===== src/rtl/rsa_job_sequencer.sv =====
// -----------------------------------------------------------------------------
// rsa_job_sequencer
//
// Runs one RSA "control" datapath on behalf of a single requester. A job
// (p, q, encrypt_decrypt, message) arrives on a valid/ready handshake. The
// sequencer pulses the datapath's inverter and mod-exp resets, waits for each
// finish flag, and returns the result on a valid/ready response handshake.
// The last key is cached. A back-to-back job with an unchanged key skips the
// inverter phase.
//
// Optional feature macro: RSA_SEQ_TIMEOUT_EN
//   Defined   : each wait phase has a watchdog of TIMEOUT_CYCLES cycles. On
//               expiry the job ends with rsp_error=1, rsp_msg=0, and the key
//               cache is invalidated.
//   Undefined : waits are unbounded and rsp_error is tied to 0.
//
// Ports
//   clk, reset              rising-edge clock, async active-high reset
//   req_valid/req_ready     job request handshake
//   req_p, req_q            primes (WIDTH bits)
//   req_encrypt_decrypt     0=encrypt, 1=decrypt
//   req_msg                 input message (2*WIDTH bits)
//   rsp_valid/rsp_ready     result handshake
//   rsp_msg, rsp_error      result message, watchdog abort flag
//   busy                    high whenever not idle
//   ctl_*                   datapath operands, start pulses and finish/result
// -----------------------------------------------------------------------------
module rsa_job_sequencer #(
    parameter int WIDTH          = 128,
    parameter int PULSE_LEN      = 1,
    parameter int TIMEOUT_CYCLES = 65535
) (
    input  logic                 clk,
    input  logic                 reset,
    input  logic                 req_valid,
    output logic                 req_ready,
    input  logic [WIDTH-1:0]     req_p,
    input  logic [WIDTH-1:0]     req_q,
    input  logic                 req_encrypt_decrypt,
    input  logic [2*WIDTH-1:0]   req_msg,
    output logic                 rsp_valid,
    input  logic                 rsp_ready,
    output logic [2*WIDTH-1:0]   rsp_msg,
    output logic                 rsp_error,
    output logic                 busy,
    output logic [WIDTH-1:0]     ctl_p,
    output logic [WIDTH-1:0]     ctl_q,
    output logic                 ctl_encrypt_decrypt,
    output logic [2*WIDTH-1:0]   ctl_msg_in,
    output logic                 ctl_reset_inverter,
    output logic                 ctl_reset_mod_exp,
    input  logic                 ctl_inverter_finish,
    input  logic                 ctl_mod_exp_finish,
    input  logic [2*WIDTH-1:0]   ctl_msg_out
);

    typedef enum logic [2:0] {
        S_IDLE,
        S_INV_PULSE,
        S_INV_WAIT,
        S_EXP_PULSE,
        S_EXP_WAIT,
        S_RESP
    } state_t;

    localparam int PCW = (PULSE_LEN > 1) ? $clog2(PULSE_LEN) : 1;
    localparam logic [PCW-1:0] PULSE_LAST = PCW'(PULSE_LEN - 1);

    state_t               state_q, state_d;
    logic                 key_valid_q, key_valid_d;
    logic [WIDTH-1:0]     key_p_q, key_p_d;
    logic [WIDTH-1:0]     key_q_q, key_q_d;
    logic                 key_ed_q, key_ed_d;
    logic [WIDTH-1:0]     ctl_p_q, ctl_p_d;
    logic [WIDTH-1:0]     ctl_q_q, ctl_q_d;
    logic                 ctl_ed_q, ctl_ed_d;
    logic [2*WIDTH-1:0]   ctl_msg_q, ctl_msg_d;
    logic [PCW-1:0]       pulse_cnt_q, pulse_cnt_d;
    logic                 rsp_valid_q, rsp_valid_d;
    logic [2*WIDTH-1:0]   rsp_msg_q, rsp_msg_d;

`ifdef RSA_SEQ_TIMEOUT_EN
    localparam int TCW = (TIMEOUT_CYCLES > 1) ? $clog2(TIMEOUT_CYCLES) : 1;
    localparam logic [TCW-1:0] TMO_LAST = TCW'(TIMEOUT_CYCLES - 1);

    logic [TCW-1:0]       tmo_cnt_q, tmo_cnt_d;
    logic                 rsp_error_q, rsp_error_d;
`else
    // Keeps the watchdog parameter referenced when the feature is compiled out.
    logic unused_timeout_cfg;
    assign unused_timeout_cfg = ^TIMEOUT_CYCLES;
`endif

    logic accept;
    logic key_hit;

    assign accept  = req_valid && (state_q == S_IDLE);
    assign key_hit = key_valid_q && (req_p == key_p_q) && (req_q == key_q_q)
                     && (req_encrypt_decrypt == key_ed_q);

    always_comb begin
        state_d     = state_q;
        key_valid_d = key_valid_q;
        key_p_d     = key_p_q;
        key_q_d     = key_q_q;
        key_ed_d    = key_ed_q;
        ctl_p_d     = ctl_p_q;
        ctl_q_d     = ctl_q_q;
        ctl_ed_d    = ctl_ed_q;
        ctl_msg_d   = ctl_msg_q;
        pulse_cnt_d = pulse_cnt_q;
        rsp_valid_d = rsp_valid_q;
        rsp_msg_d   = rsp_msg_q;
`ifdef RSA_SEQ_TIMEOUT_EN
        tmo_cnt_d   = tmo_cnt_q;
        rsp_error_d = rsp_error_q;
`endif

        case (state_q)
            S_IDLE: begin
                if (accept) begin
                    ctl_p_d     = req_p;
                    ctl_q_d     = req_q;
                    ctl_ed_d    = req_encrypt_decrypt;
                    ctl_msg_d   = req_msg;
                    pulse_cnt_d = '0;
                    if (key_hit) begin
                        state_d = S_EXP_PULSE;
                    end else begin
                        // Invalidate until the inverter confirms the new key.
                        key_p_d     = req_p;
                        key_q_d     = req_q;
                        key_ed_d    = req_encrypt_decrypt;
                        key_valid_d = 1'b0;
                        state_d     = S_INV_PULSE;
                    end
                end
            end

            // The finish flag may still be high from the previous job here,
            // so it is deliberately not looked at until INV_WAIT.
            S_INV_PULSE: begin
                if (pulse_cnt_q == PULSE_LAST) begin
                    pulse_cnt_d = '0;
                    state_d     = S_INV_WAIT;
`ifdef RSA_SEQ_TIMEOUT_EN
                    tmo_cnt_d   = '0;
`endif
                end else begin
                    pulse_cnt_d = pulse_cnt_q + 1'b1;
                end
            end

            S_INV_WAIT: begin
                if (ctl_inverter_finish) begin
                    key_valid_d = 1'b1;
                    pulse_cnt_d = '0;
                    state_d     = S_EXP_PULSE;
                end
`ifdef RSA_SEQ_TIMEOUT_EN
                else if (tmo_cnt_q == TMO_LAST) begin
                    key_valid_d = 1'b0;
                    rsp_valid_d = 1'b1;
                    rsp_msg_d   = '0;
                    rsp_error_d = 1'b1;
                    state_d     = S_RESP;
                end else begin
                    tmo_cnt_d = tmo_cnt_q + 1'b1;
                end
`endif
            end

            S_EXP_PULSE: begin
                if (pulse_cnt_q == PULSE_LAST) begin
                    pulse_cnt_d = '0;
                    state_d     = S_EXP_WAIT;
`ifdef RSA_SEQ_TIMEOUT_EN
                    tmo_cnt_d   = '0;
`endif
                end else begin
                    pulse_cnt_d = pulse_cnt_q + 1'b1;
                end
            end

            S_EXP_WAIT: begin
                if (ctl_mod_exp_finish) begin
                    rsp_valid_d = 1'b1;
                    rsp_msg_d   = ctl_msg_out;
`ifdef RSA_SEQ_TIMEOUT_EN
                    rsp_error_d = 1'b0;
`endif
                    state_d     = S_RESP;
                end
`ifdef RSA_SEQ_TIMEOUT_EN
                else if (tmo_cnt_q == TMO_LAST) begin
                    key_valid_d = 1'b0;
                    rsp_valid_d = 1'b1;
                    rsp_msg_d   = '0;
                    rsp_error_d = 1'b1;
                    state_d     = S_RESP;
                end else begin
                    tmo_cnt_d = tmo_cnt_q + 1'b1;
                end
`endif
            end

            // Returning to IDLE only after the handshake means req_ready rises
            // one cycle later, so no job is accepted in the handshake cycle.
            S_RESP: begin
                if (rsp_ready) begin
                    rsp_valid_d = 1'b0;
                    state_d     = S_IDLE;
                end
            end

            default: begin
                state_d = S_IDLE;
            end
        endcase
    end

    always_ff @(posedge clk or posedge reset) begin
        if (reset) begin
            state_q     <= S_IDLE;
            key_valid_q <= 1'b0;
            key_p_q     <= '0;
            key_q_q     <= '0;
            key_ed_q    <= 1'b0;
            ctl_p_q     <= '0;
            ctl_q_q     <= '0;
            ctl_ed_q    <= 1'b0;
            ctl_msg_q   <= '0;
            pulse_cnt_q <= '0;
            rsp_valid_q <= 1'b0;
            rsp_msg_q   <= '0;
`ifdef RSA_SEQ_TIMEOUT_EN
            tmo_cnt_q   <= '0;
            rsp_error_q <= 1'b0;
`endif
        end else begin
            state_q     <= state_d;
            key_valid_q <= key_valid_d;
            key_p_q     <= key_p_d;
            key_q_q     <= key_q_d;
            key_ed_q    <= key_ed_d;
            ctl_p_q     <= ctl_p_d;
            ctl_q_q     <= ctl_q_d;
            ctl_ed_q    <= ctl_ed_d;
            ctl_msg_q   <= ctl_msg_d;
            pulse_cnt_q <= pulse_cnt_d;
            rsp_valid_q <= rsp_valid_d;
            rsp_msg_q   <= rsp_msg_d;
`ifdef RSA_SEQ_TIMEOUT_EN
            tmo_cnt_q   <= tmo_cnt_d;
            rsp_error_q <= rsp_error_d;
`endif
        end
    end

    assign req_ready           = (state_q == S_IDLE);
    assign busy                = (state_q != S_IDLE);
    assign ctl_reset_inverter  = (state_q == S_INV_PULSE);
    assign ctl_reset_mod_exp   = (state_q == S_EXP_PULSE);
    assign ctl_p               = ctl_p_q;
    assign ctl_q               = ctl_q_q;
    assign ctl_encrypt_decrypt = ctl_ed_q;
    assign ctl_msg_in          = ctl_msg_q;
    assign rsp_valid           = rsp_valid_q;
    assign rsp_msg             = rsp_msg_q;
`ifdef RSA_SEQ_TIMEOUT_EN
    assign rsp_error           = rsp_error_q;
`else
    assign rsp_error           = 1'b0;
`endif

endmodule


===== config.mk =====
export PLATFORM = sky130hd
export DESIGN_NAME = rsa_job_sequencer
export DESIGN_NICKNAME = d
export VERILOG_FILES = /design/src/rtl/rsa_job_sequencer.sv
export SDC_FILE = /design/constraint.sdc
export NUM_CORES = 2
export LEC_CHECK = 0
export BUFFER_PORTS_ARGS = -buffer_cell sky130_fd_sc_hd__buf_2
export CORE_AREA = 5 5 609 611
export CTS_CLUSTER_DIAMETER = 120
export CTS_CLUSTER_SIZE = 14
export DETAILED_ROUTE_END_ITERATION = 7
export DIE_AREA = 0 0 614 616
export PLACE_DENSITY_LB_ADDON = 0.2
export SKIP_CTS_REPAIR_TIMING = 1
export SLEW_MARGIN = 0
export SYNTH_ARGS = -nofsm -noshare
export SYNTH_HDL_FRONTEND = slang
export SYNTH_SLANG_ARGS = --single-unit

===== constraint.sdc =====
create_clock -name clk -period 54.8 [get_ports clk]
set_clock_uncertainty 0.15 [all_clocks]
set_input_delay 2.74 -clock clk [delete_from_list [all_inputs] [get_ports clk]]
set_output_delay 2.74 -clock clk [all_outputs]
set_load 0.03 [all_outputs]

==> flow_summary.toml <==
[run_status]
status = "complete, no violations"

[timing]
hold_violations = 0
tns_ns = 0
post-route-period-util_pct = 14.36
slew_viol_final = 0
fin_hold_ws_ns = 0.3156
rsz0062_at_grt = "false"
fin_crit_ns = 7.869
slew_headroom_pct = 24.14
final-setup-viol-count = 0
clock.fmax_ghz = 0.1271
worst_pin_slew_ns = 1.129

[global_route]
grt_overflow = 0
grt_max_degree = 162
antenna_found_initial = 286
grt_pass1_vias = 35460
grt_pass1_wl_mm = 367.1
grt.total_usage_pct = 14.55

[power_and_ir_drop]
p_leak_uw = 0.02835
internal_power_uw = 1987
power.share.clock_pct = 18.0
pwr-share-seq_pct = 35.3
switching_share_pct = 48.73
power_density_nw_per_um2 = 66.89
irDropWorstVdd_mv = 0.02572
combPwrFrac_pct = 46.7
switchingPower_uw = 1889

[worst_setup_path]
cp.required_ns = 55.34
r2r_setup_slack_ns = 48.71
startpoint_type = "input port"
r2r-end = "key_p_q[44]"
crit_arrival_ns = 8.41
r2r-start = "key_p_q[100]"
worst_r2r_path_depth = 10
endpoint_kind = "register"
worstSetupPathType = "in2reg"
cp_max_fo = 66

[synthesis]
yosys_most_used_dff = "dfrtp_1"
synth.net_count = 4506
async_flop_share_pct = 100.0
synth-seq-cells = 1031
synthCells = 3731
synth_edf_count = 0
synth_top_area_share_pct = 62.29
synth_warnings = 0
syn_avg_cell_area_um2 = 11.10
synth_area_leaders = "dfrtp_1, nand2_1, mux2_2"
ys_seq_area_share_pct = 62.29
yosysTopAreaCell = "dfrtp_1"
yosysUniqueCellTypes = 36
syn-cell-area_um2 = 41420

[floorplan]
fp.dieH_um = 616
core_area_um2 = 364400
io-pin-count = 1550
num_rows = 222
die_x_um = 614
initial_utilization_pct = 11.37
dieArea_um2 = 378200

[cells_and_area]
finish.instance_area_um2 = 57960
syn_to_final_growth_pct = 39.92
final_layout_size_suffix_gt1_share_pct = 38.52
nNetsFinal = 6030

[place]
numPortBuffers = 1548
gp_congestion = 0.9290
placed_cell_area_um2 = 54920
place_hpwl_mm = 238.4

[worst_hold_path]
min_path_type = "reg2reg"
hold_depth = 2
hold_start = "ctl_msg_in[75]"
holdPathEnd = "ctl_msg_in[75]"

[route]
wl_per_cell_um = 28.14
vias = 34490
antenna_left = 0
dr.pass1.iters = 5
viasPerCell = 3.392
routed_wl_mm = 286.2
drc_errors = 0
first_iter_violations = 1836

[job]
cap_violations = 0

[clock_network]
clk_latency_ns = 0.83
cts-root-buf = "clkbuf_16"
htreeDepth = 3
cts.path.max_buffers = 4
clk_pin_slew_ns = 0.07
cts_tree = "built"
clkSinkCount = 1031
cts_made_buffers = 99
==> synthesized netlist by cell type, types with 11 or more instances <==
master    instances
nor4_1           38
nand2_1        1417
mux2_1          170
a2111o_1         11
xnor2_1         101
buf_6            17
mux2_2          294
mux2i_1          50
xor2_1           51
o22ai_1          58
nor2b_1          37
dfrtp_1        1031
nand2b_1         29
o21ai_0          67
inv_1           135
nand4_1          35
clkbuf_1        144
==> routing by layer <==
| layer | global-route usage, % | share of wire (%) |
|---|---|---|
| met1 | 15.78 | 36 |
| met2 | 26.35 | 51 |
| met3 | 5.914 | 9.8 |
| met4 | 3.193 | 3.1 |
| met5 | 0 | 0.029 |
==> cells in the final DEF (no fill, tap or decap), types with 5 or more instances in the layout <==
cell,instances
buf_2,1548
nand2_1,1416
dfrtp_1,1031
mux2_2,294
mux2_1,170
inv_1,134
xnor2_1,101
clkbuf_16,100
diode_2,71
o21ai_0,67
o22ai_1,58
xor2_1,51
mux2i_1,50
buf_4,43
nor2b_1,37
nand4_1,35
nand2b_1,29
nor4_1,29
a2111o_1,11
o2111ai_1,9
nor4_2,9
inv_6,7
inv_8,6
clkinv_8,5
==> power groups by stage <==
stage	sequential [uW]	combinational, uW	clock, uW
3_5_place_dp	1380	1870	0
3_3_place_gp	1380	1870	0
5_1_grt	1410	1960	760
2_1_floorplan	1860	553	0
6_report	1370	1810	697
4_1_cts	1370	1870	744
==> worst max-delay path: stages <==
cell     delay (ns)
buf_2          0.17
xnor2_1        0.83
nand4_1        0.42
nor4_2         0.82
nand2_1        0.51
nor4_1         0.68
a31oi_4        0.14
buf_4          0.37
buf_4          0.55
buf_4          0.53
mux2_1         0.44
==> through the flow <==
step	total power, uW	std cells	utilization, %	worst slack, ns
after detailed placement	3251	9970	15.07	45.30
after global routing	4138	10130	15.88	46.55
after CTS	3991	10100	15.85	46.23
after floorplan	2412	3731	-	22.90
after global placement	3242	9967	15.05	45.27
final	3876	10170	15.90	46.93
==> how the worst max path moves through the flow <==
stage | startpoint | to | depth (start not counted)
6_report | req_p[100] | key_p_q[44] | 11
5_1_grt | req_p[50] | key_q_q[44] | 11
4_1_cts | req_p[50] | key_q_q[61] | 11
3_5_place_dp | req_p[50] | key_q_q[52] | 11
3_3_place_gp | req_p[50] | key_p_q[44] | 11
2_1_floorplan | reset | ctl_encrypt_decrypt | 1
==> logic make-up after synthesis <==
group | share of synthesized area, %
other | 0.009053
multiplexers | 13.82
AO/OA/AOI/OAI | 2.417
flip-flops | 62.29
XOR/XNOR | 3.214
AND/OR/NAND/NOR | 15.10
buffers and inverters | 3.148
==> state kept, by name, summed over array words and instances (netlist names) <==
signal and flops:
ctl_msg_in 256, rsp_msg 256, ctl_p 128, ctl_q 128
key_p_q 128, key_q_q 128, state_q 3, ctl_encrypt_decrypt 1
key_ed_q 1, key_valid_q 1, rsp_valid 1
==> cell type report <==
type | count | area, um2
clock buffers | 104 | 2547
fillers | 41280 | 306500
flip-flops and latches | 1031 | 25800
inverters | 135 | 514.2
clock inverters | 25 | 310.3
well taps | 4816 | 6026
diodes | 71 | 177.7
repair buffers | 1597 | 8168
multi-input cells | 2391 | 14410
Power figures use the tool's default switching activity.
